**src/rtl/if_id_pkg.sv**
```systemverilog
// Shared types and constants for the fetch/decode decoupling buffer.
package if_id_pkg;

    localparam logic [31:0] NOP_INSTR = 32'h0000_0000;
    localparam logic [31:0] HALT_WORD = 32'hffff_ffff;

    typedef struct packed {
        logic [31:0] pc;
        logic [31:0] instr;
    } fetch_entry_t;

endpackage

```
**src/rtl/fin_delay_counter.sv**
```systemverilog
// Counts halted-and-empty cycles and raises a sticky fin_sign after FIN_DELAY of them.
module fin_delay_counter #(
    parameter int FIN_DELAY = 7
) (
    input  logic clock,
    input  logic reset,
    input  logic enable,
    input  logic clear,
    output logic fin_sign
);

    logic [3:0] cnt;

    // fin_sign is set on the same edge the count reaches FIN_DELAY; clear never drops it
    always_ff @(posedge clock) begin
        if (reset) begin
            cnt      <= 4'd0;
            fin_sign <= 1'b0;
        end else if (clear) begin
            cnt <= 4'd0;
        end else if (enable) begin
            cnt <= cnt + 4'd1;
            if (cnt == 4'(FIN_DELAY - 1))
                fin_sign <= 1'b1;
        end
    end

endmodule

```
**src/rtl/if_id_queue.sv**
```systemverilog
// IF/ID decoupling queue with halt-word detection and delayed finish flag.
// Optional zero-latency bypass when built with IF_ID_BYPASS_EN defined.
module if_id_queue
    import if_id_pkg::*;
#(
    parameter int DEPTH     = 2,
    parameter int FIN_DELAY = 7
) (
    input  logic        CLOCK,
    input  logic        RESET,
    input  logic        in_valid,
    input  logic [31:0] in_pc,
    input  logic [31:0] in_instr,
    output logic        in_ready,
    output logic        out_valid,
    output logic [31:0] out_pc,
    output logic [31:0] out_instr,
    input  logic        out_ready,
    input  logic        flush,
    output logic        halted,
    output logic        fin_sign
);

    localparam int PTR_W = $clog2(DEPTH);
    localparam logic [PTR_W:0] DEPTH_CNT = (PTR_W + 1)'(DEPTH);

    fetch_entry_t     mem [DEPTH];
    logic [PTR_W-1:0] rd_ptr;
    logic [PTR_W-1:0] wr_ptr;
    logic [PTR_W:0]   count;

    logic         buf_empty;
    logic         push;
    logic         is_halt;
    logic         bypass;
    logic         store;
    logic         pop;
    logic         halt_accept;
    fetch_entry_t head;

    always_comb begin
        buf_empty   = (count == '0);
        in_ready    = !halted && (count < DEPTH_CNT);
        push        = in_valid && in_ready;
        is_halt     = (in_instr == HALT_WORD);
        halt_accept = push && is_halt;
`ifdef IF_ID_BYPASS_EN
        bypass      = buf_empty && !flush && in_valid && !is_halt && in_ready;
`else
        bypass      = 1'b0;
`endif
        // A bypassed word consumed this cycle never enters storage
        store       = push && !is_halt && !(bypass && out_ready);
        pop         = !buf_empty && out_ready;
        head        = mem[rd_ptr];
    end

    always_comb begin
        out_valid = !buf_empty;
        out_pc    = buf_empty ? 32'h0 : head.pc;
        out_instr = buf_empty ? NOP_INSTR : head.instr;
`ifdef IF_ID_BYPASS_EN
        if (bypass) begin
            out_valid = 1'b1;
            out_pc    = in_pc;
            out_instr = in_instr;
        end
`endif
    end

    always_ff @(posedge CLOCK) begin
        if (!RESET && !flush && store)
            mem[wr_ptr] <= '{pc: in_pc, instr: in_instr};
    end

    // Flush discards everything in flight, including a wrong-path halt word
    always_ff @(posedge CLOCK) begin
        if (RESET || flush) begin
            rd_ptr <= '0;
            wr_ptr <= '0;
            count  <= '0;
            halted <= 1'b0;
        end else begin
            if (store)
                wr_ptr <= wr_ptr + 1'b1;
            if (pop)
                rd_ptr <= rd_ptr + 1'b1;
            case ({store, pop})
                2'b10:   count <= count + 1'b1;
                2'b01:   count <= count - 1'b1;
                default: count <= count;
            endcase
            if (halt_accept)
                halted <= 1'b1;
        end
    end

    fin_delay_counter #(
        .FIN_DELAY(FIN_DELAY)
    ) u_fin (
        .clock   (CLOCK),
        .reset   (RESET),
        .enable  (halted && buf_empty && !fin_sign),
        .clear   (flush),
        .fin_sign(fin_sign)
    );

endmodule

```
**config.mk**
```make
export PLATFORM = sky130hd
export DESIGN_NAME = if_id_queue
export DESIGN_NICKNAME = d
export VERILOG_FILES = /design/src/rtl/if_id_pkg.sv /design/src/rtl/fin_delay_counter.sv /design/src/rtl/if_id_queue.sv
export SDC_FILE = /design/constraint.sdc
export NUM_CORES = 1
export LEC_CHECK = 0
export ABC_AREA = 0
export CAP_MARGIN = 10
export CORE_UTILIZATION = 31
export CTS_CLUSTER_SIZE = 10
export DETAILED_ROUTE_END_ITERATION = 10
export GPL_ROUTABILITY_DRIVEN = 0
export SLEW_MARGIN = 20
export SYNTH_ARGS = -nofsm -noshare
export SYNTH_HDL_FRONTEND = slang
export SYNTH_SLANG_ARGS = --single-unit
export TNS_END_PERCENT = 20
```
**constraint.sdc**
```tcl
create_clock -name CLOCK -period 3.5 [get_ports CLOCK]
set_clock_uncertainty 0.2 [all_clocks]
set_input_delay 0.525 -clock CLOCK [delete_from_list [all_inputs] [get_ports CLOCK]]
set_output_delay 0.525 -clock CLOCK [all_outputs]
set_load 0.01 [all_outputs]
```
# == Word-level counts from Yosys, hierarchy flattened ==
# Memory sizes are Yosys's and may differ from the RTL's. A register that Yosys moved wholly into a read port is not among the register bits.
# Index checks and enable logic that the tools add are counted.
# totals
n_memories,1
in_bits,69
elab_cells,45
output_inout_bits,68
reg_bits,10
mem_bits_rw,128
# op_classes
n_addsub,5
muxes,7
n_reduce_logical,20
magnitude_cmp,1
bitwise,1
eq_ne,4
# memory_table
name,words,width,read_ports,rd_ports_with_merged_regs,wr,line_no,rtl
mem,2,64,1,1,1,if_id_queue.sv:27,fetch_entry_t mem [DEPTH];
# ops
cell,n
32-bit 2-to-1 mux,2
32-bit == test (second input constant),1
1-bit logical AND,9
1-bit logical NOT,6
4-bit by 1-bit adder with 4-bit output (second input constant),1
4-bit by 3-bit == test with 1-bit output (second input constant),1
1-bit 2-to-1 mux,4
2-bit one-hot mux with 2 select lines,1
3-bit AND reduction,1
1-bit adder (second input constant),2
2-bit by 1-bit adder with 2-bit output (second input constant),1
2-bit by 1-bit == test with 1-bit output (second input constant),1
2-bit == test (second input constant),1
2-bit logical NOT,1
2-bit less-than comparator (second input constant),1
2-bit nonzero test,1
2-bit OR reduction,1
2-bit by 1-bit subtractor with 2-bit output (second input constant),1
1-bit logical OR,1
1-bit NOT,1

# == Longest topological paths before layout ==
# depth
word_depth,7
depth_mapped,8

# == Cells and area by module ==
# From an unflattened synthesis, not the netlist that was laid out.
# hier_totals
cells_unflattened,338
hier_area_um2,5401.4
# modules_own_cells
module,area_per_inst_um2,cells_per_inst,n_inst
if_id_queue,5153.7,314,1
fin_delay_counter,247.7,24,1

# == Least setup slack after synthesis ==
# No wires, ideal clock.
# synth_path
path_type,in2reg
startpoint,input flush
endpoint,memory mem[0][0] (netlist name) (enable)
setup_slack_ns,0.382
path_buffers,1
cell_stages,4
arrival_time_ns,2.500
cell_sequence,or2_0 -> buf_2 -> a2111o_1 -> inv_1
# synth_via
elab_chain_len,5
# synth_lines
item,line_no,rtl
start: declaration,if_id_queue.sv:19,"input logic flush,"
1-bit logical NOT,if_id_queue.sv:72,if (!RESET && !flush && store)
1-bit logical AND (2 in series),if_id_queue.sv:72,
1-bit 2-to-1 mux,if_id_queue.sv:72,
1-bit 2-to-1 mux (not written as such),if_id_queue.sv:73,"mem[wr_ptr] <= '{pc: in_pc, instr: in_instr};"
end: declaration,if_id_queue.sv:27,
# No other way between the ends.

==> run_results.csv <==
group,metric,value,unit
run_status,status,"finished clean",
cells_and_area,final_common_cell,"clkdlybuf4s50_1",
sta,holdWs,0.2759,ns
cts,clockRootBuffer,"clkbuf_16",
yosys,ys_seq_area_frac,0.7564,
yosys,synth_top_area_share,0.7154,
yosys,synth-adder-area-share,0.006986,
cts,cts_sinks,139,
yosys,synth_edf_count,128,
drt,num_vias,3262,
min_path,min_to,"wr_ptr$_SDFFE_PP0P_",
cts,cts_setup_buffers,0,
global_route,grt_pass1_vias,3393,
job,cap_violations,0,
sta,setup_tns,0,ns
global_route,grt_max_degree,44,
yosys,synth_largest_area_cell,"edfxtp_1",
setup_path,cp.arrival,2.25,ns
yosys,synth.area.top_cells,"edfxtp_1, mux2i_1, nor2_1",
floorplan,fp.coreArea,0.01676,mm2
drt,top_layer,"met4",
yosys,synth-compound-area-share,0.01001,
sta,fin_crit_sh,0.8499,
global_route,track_usage,0.1326,
drt,drtIter0Drc,118,
min_path,hold_depth,2,
yosys,synth-main-ff-cell,"edfxtp_1",
power_and_ir_drop,leakage,2.396,nW
sta,fin_crit,2.975,ns
yosys,synth-xor-area-share,0.009781,
setup_path,crit_path_end_kind,"output pin",
drt,drt-met1-wl,4950,um
setup_path,cp.required,2.77,ns
cells_and_area,mostFrequentLayoutCells,"clkdlybuf4s50_1, edfxtp_1, nor2_1",
cts,clock_latency,0.41,ns
drt,drc,0,
yosys,syn-mean-instance-area,15.99,um2
cells_and_area,drive_gt1_frac,0.08468,
global_route,grt_pass1_wl,17720,um
cts,cts_resized,0,
global_route,antenna_found_initial,0,
floorplan,die_height,133.6,um
drt,finalWirelength,11190,um
floorplan,rows,47,
cts,tritoncts,"yes",
setup_path,cp_max_fo,25,
sta,worstMarginPinSlew,0.5193,ns
sta,maxSlewViolCount,0,
setup_path,r2r_start,"count[1]$_SDFFE_PP0P_",
yosys,synth_warnings,0,
setup_path,rr_endpoint,"count[1]$_SDFFE_PP0P_",
sta,rsz0062_at_grt,"no",
min_path,min_from,"wr_ptr$_SDFFE_PP0P_",
drt,via_per_inst,4.556,
drt,wl_per_cell,15.62,um
yosys,async_flop_share,0,
power_and_ir_drop,power.density,495.1,mW/mm2
cells_and_area,nNetsFinal,557,
floorplan,io_pins,137,
drt,drtAntennaViolNets,0,
floorplan,dieArea,0.01786,mm2
sta,hold_viol,0,
sta,fmax,336.2,MHz
cts,cts_htree_levels,4,
placed_design,post-dp-hpwl,7345,um
floorplan,die_x,133.6,um
power_and_ir_drop,ir_worst_vdd,0.3227,mV
drt,wl_met3,583,um
yosys,synth_mux_area_frac,0.1192,
setup_path,r2r_slack,1.12,ns
cts,clockBufferDepth,2,
yosys,synthCells,336,
min_path,hp-class,"register to register",
cts,clk_pin_slew,0.05,ns
setup_path,rr_worst_depth,7,
cts,cts_buffers,17,
cts,cts_hold_buf,0,
sta,relSlewSlack,0.6538,
cells_and_area,area_growth,40.94,%
drt,drtPass1Iterations,4,
cells_and_area,antenna_cells,0,
setup_path,start_kind,"register",
yosys,synth-simple-area-share,0.08104,
yosys,synth_seq_cells,139,
drt,wl_met2,5557,um
yosys,synth_top_family_by_area,"multiplexers",
yosys,yosys.cell_types.count,26,
floorplan,initial_core_util,0.3206,
global_route,gr-total-overflow,0,
sta,finalSetupViolCount,0,
yosys,netlist_area,0.005373,mm2
setup_path,criticalPathCategory,"register to output pin",
placed_design,portBuffers,136,
yosys,syn_nets,408,
Yosys cell counts (all sizes together), types with 2 or more instances:
master    n
nor2     76
a21oi     2
nor4      2
xnor2     3
o21ai     2
mux2i    64
nand2     4
inv       4
dfxtp    11
edfxtp  128
nand4     9
ha        3
buf      14
xor2      3
worst max-delay path: stages, from the launching register on:
cell,delay [ns]
dfxtp_4,0.64
buf_4,0.37
mux2i_1,0.24
nor2_1,0.06
clkdlybuf4s50_1,0.51
cell families after synthesis:
logic type	count (synthesis)
AO/OA/AOI/OAI	8
XOR/XNOR	6
adder cells (fa/ha/maj)	3
buffers and inverters	19
flip-flops	139
multiplexers	64
AND/OR/NAND/NOR	97
stage by stage:
stage                 util  instance area [um2]  total power, mW  cells  setup slack (ns)
floorplan                -                 5373            2.008    336            0.3817
global placement    0.4211                 7057            2.212    686            0.5483
detailed placement  0.4211                 7057            2.216    686            0.4632
CTS                 0.4518                 7572            3.806    716            0.4511
global route        0.4518                 7572            3.894    716            0.3648
finish              0.4518                 7572            3.749    716            0.5253
flip-flops by register name, indices dropped and copies added, names as in the netlist, named ones only:
name            flops
count               2
halted              1
mem               128
rd_ptr              1
u_fin.cnt           4
u_fin.fin_sign      1
wr_ptr              1
how the worst max path moves through the flow:
stage,start,to,slack [ns],cells past startpoint
finish,register,out_instr[15],0.53,4
global route,register,out_instr[15],0.36,4
CTS,register,out_instr[15],0.45,4
detailed placement,in_instr[14],count[1]$_SDFFE_PP0P_,0.46,8
global placement,in_instr[14],count[1]$_SDFFE_PP0P_,0.55,8
floorplan,flush,mem[0][0]$_DFFE_PP_,0.38,4
cell type report:
type	instances	area (um2)
Multi-Input combinational cell	178	1232
Clock buffer	20	436.7
Inverter	4	15.01
Tap cell	220	275.3
Clock inverter	10	78.83
Fill cell	1487	9188
Sequential cell	139	4068
Timing Repair Buffer	145	1466
per-layer routing:
layer / global-route usage / vias to the layer above
li1: - / 1549
met1: 0.1587 / 1615
met2: 0.2202 / 90
met3: 0.04642 / 8
met4: 0.04798 / 0
met5: 0 / -
report_power, final:
group	internal, mW	switching [mW]
combinational	0.174	0.141
clock	0.955	0.616
sequential	1.85	0.0128
(Power assumes the default switching activity.)
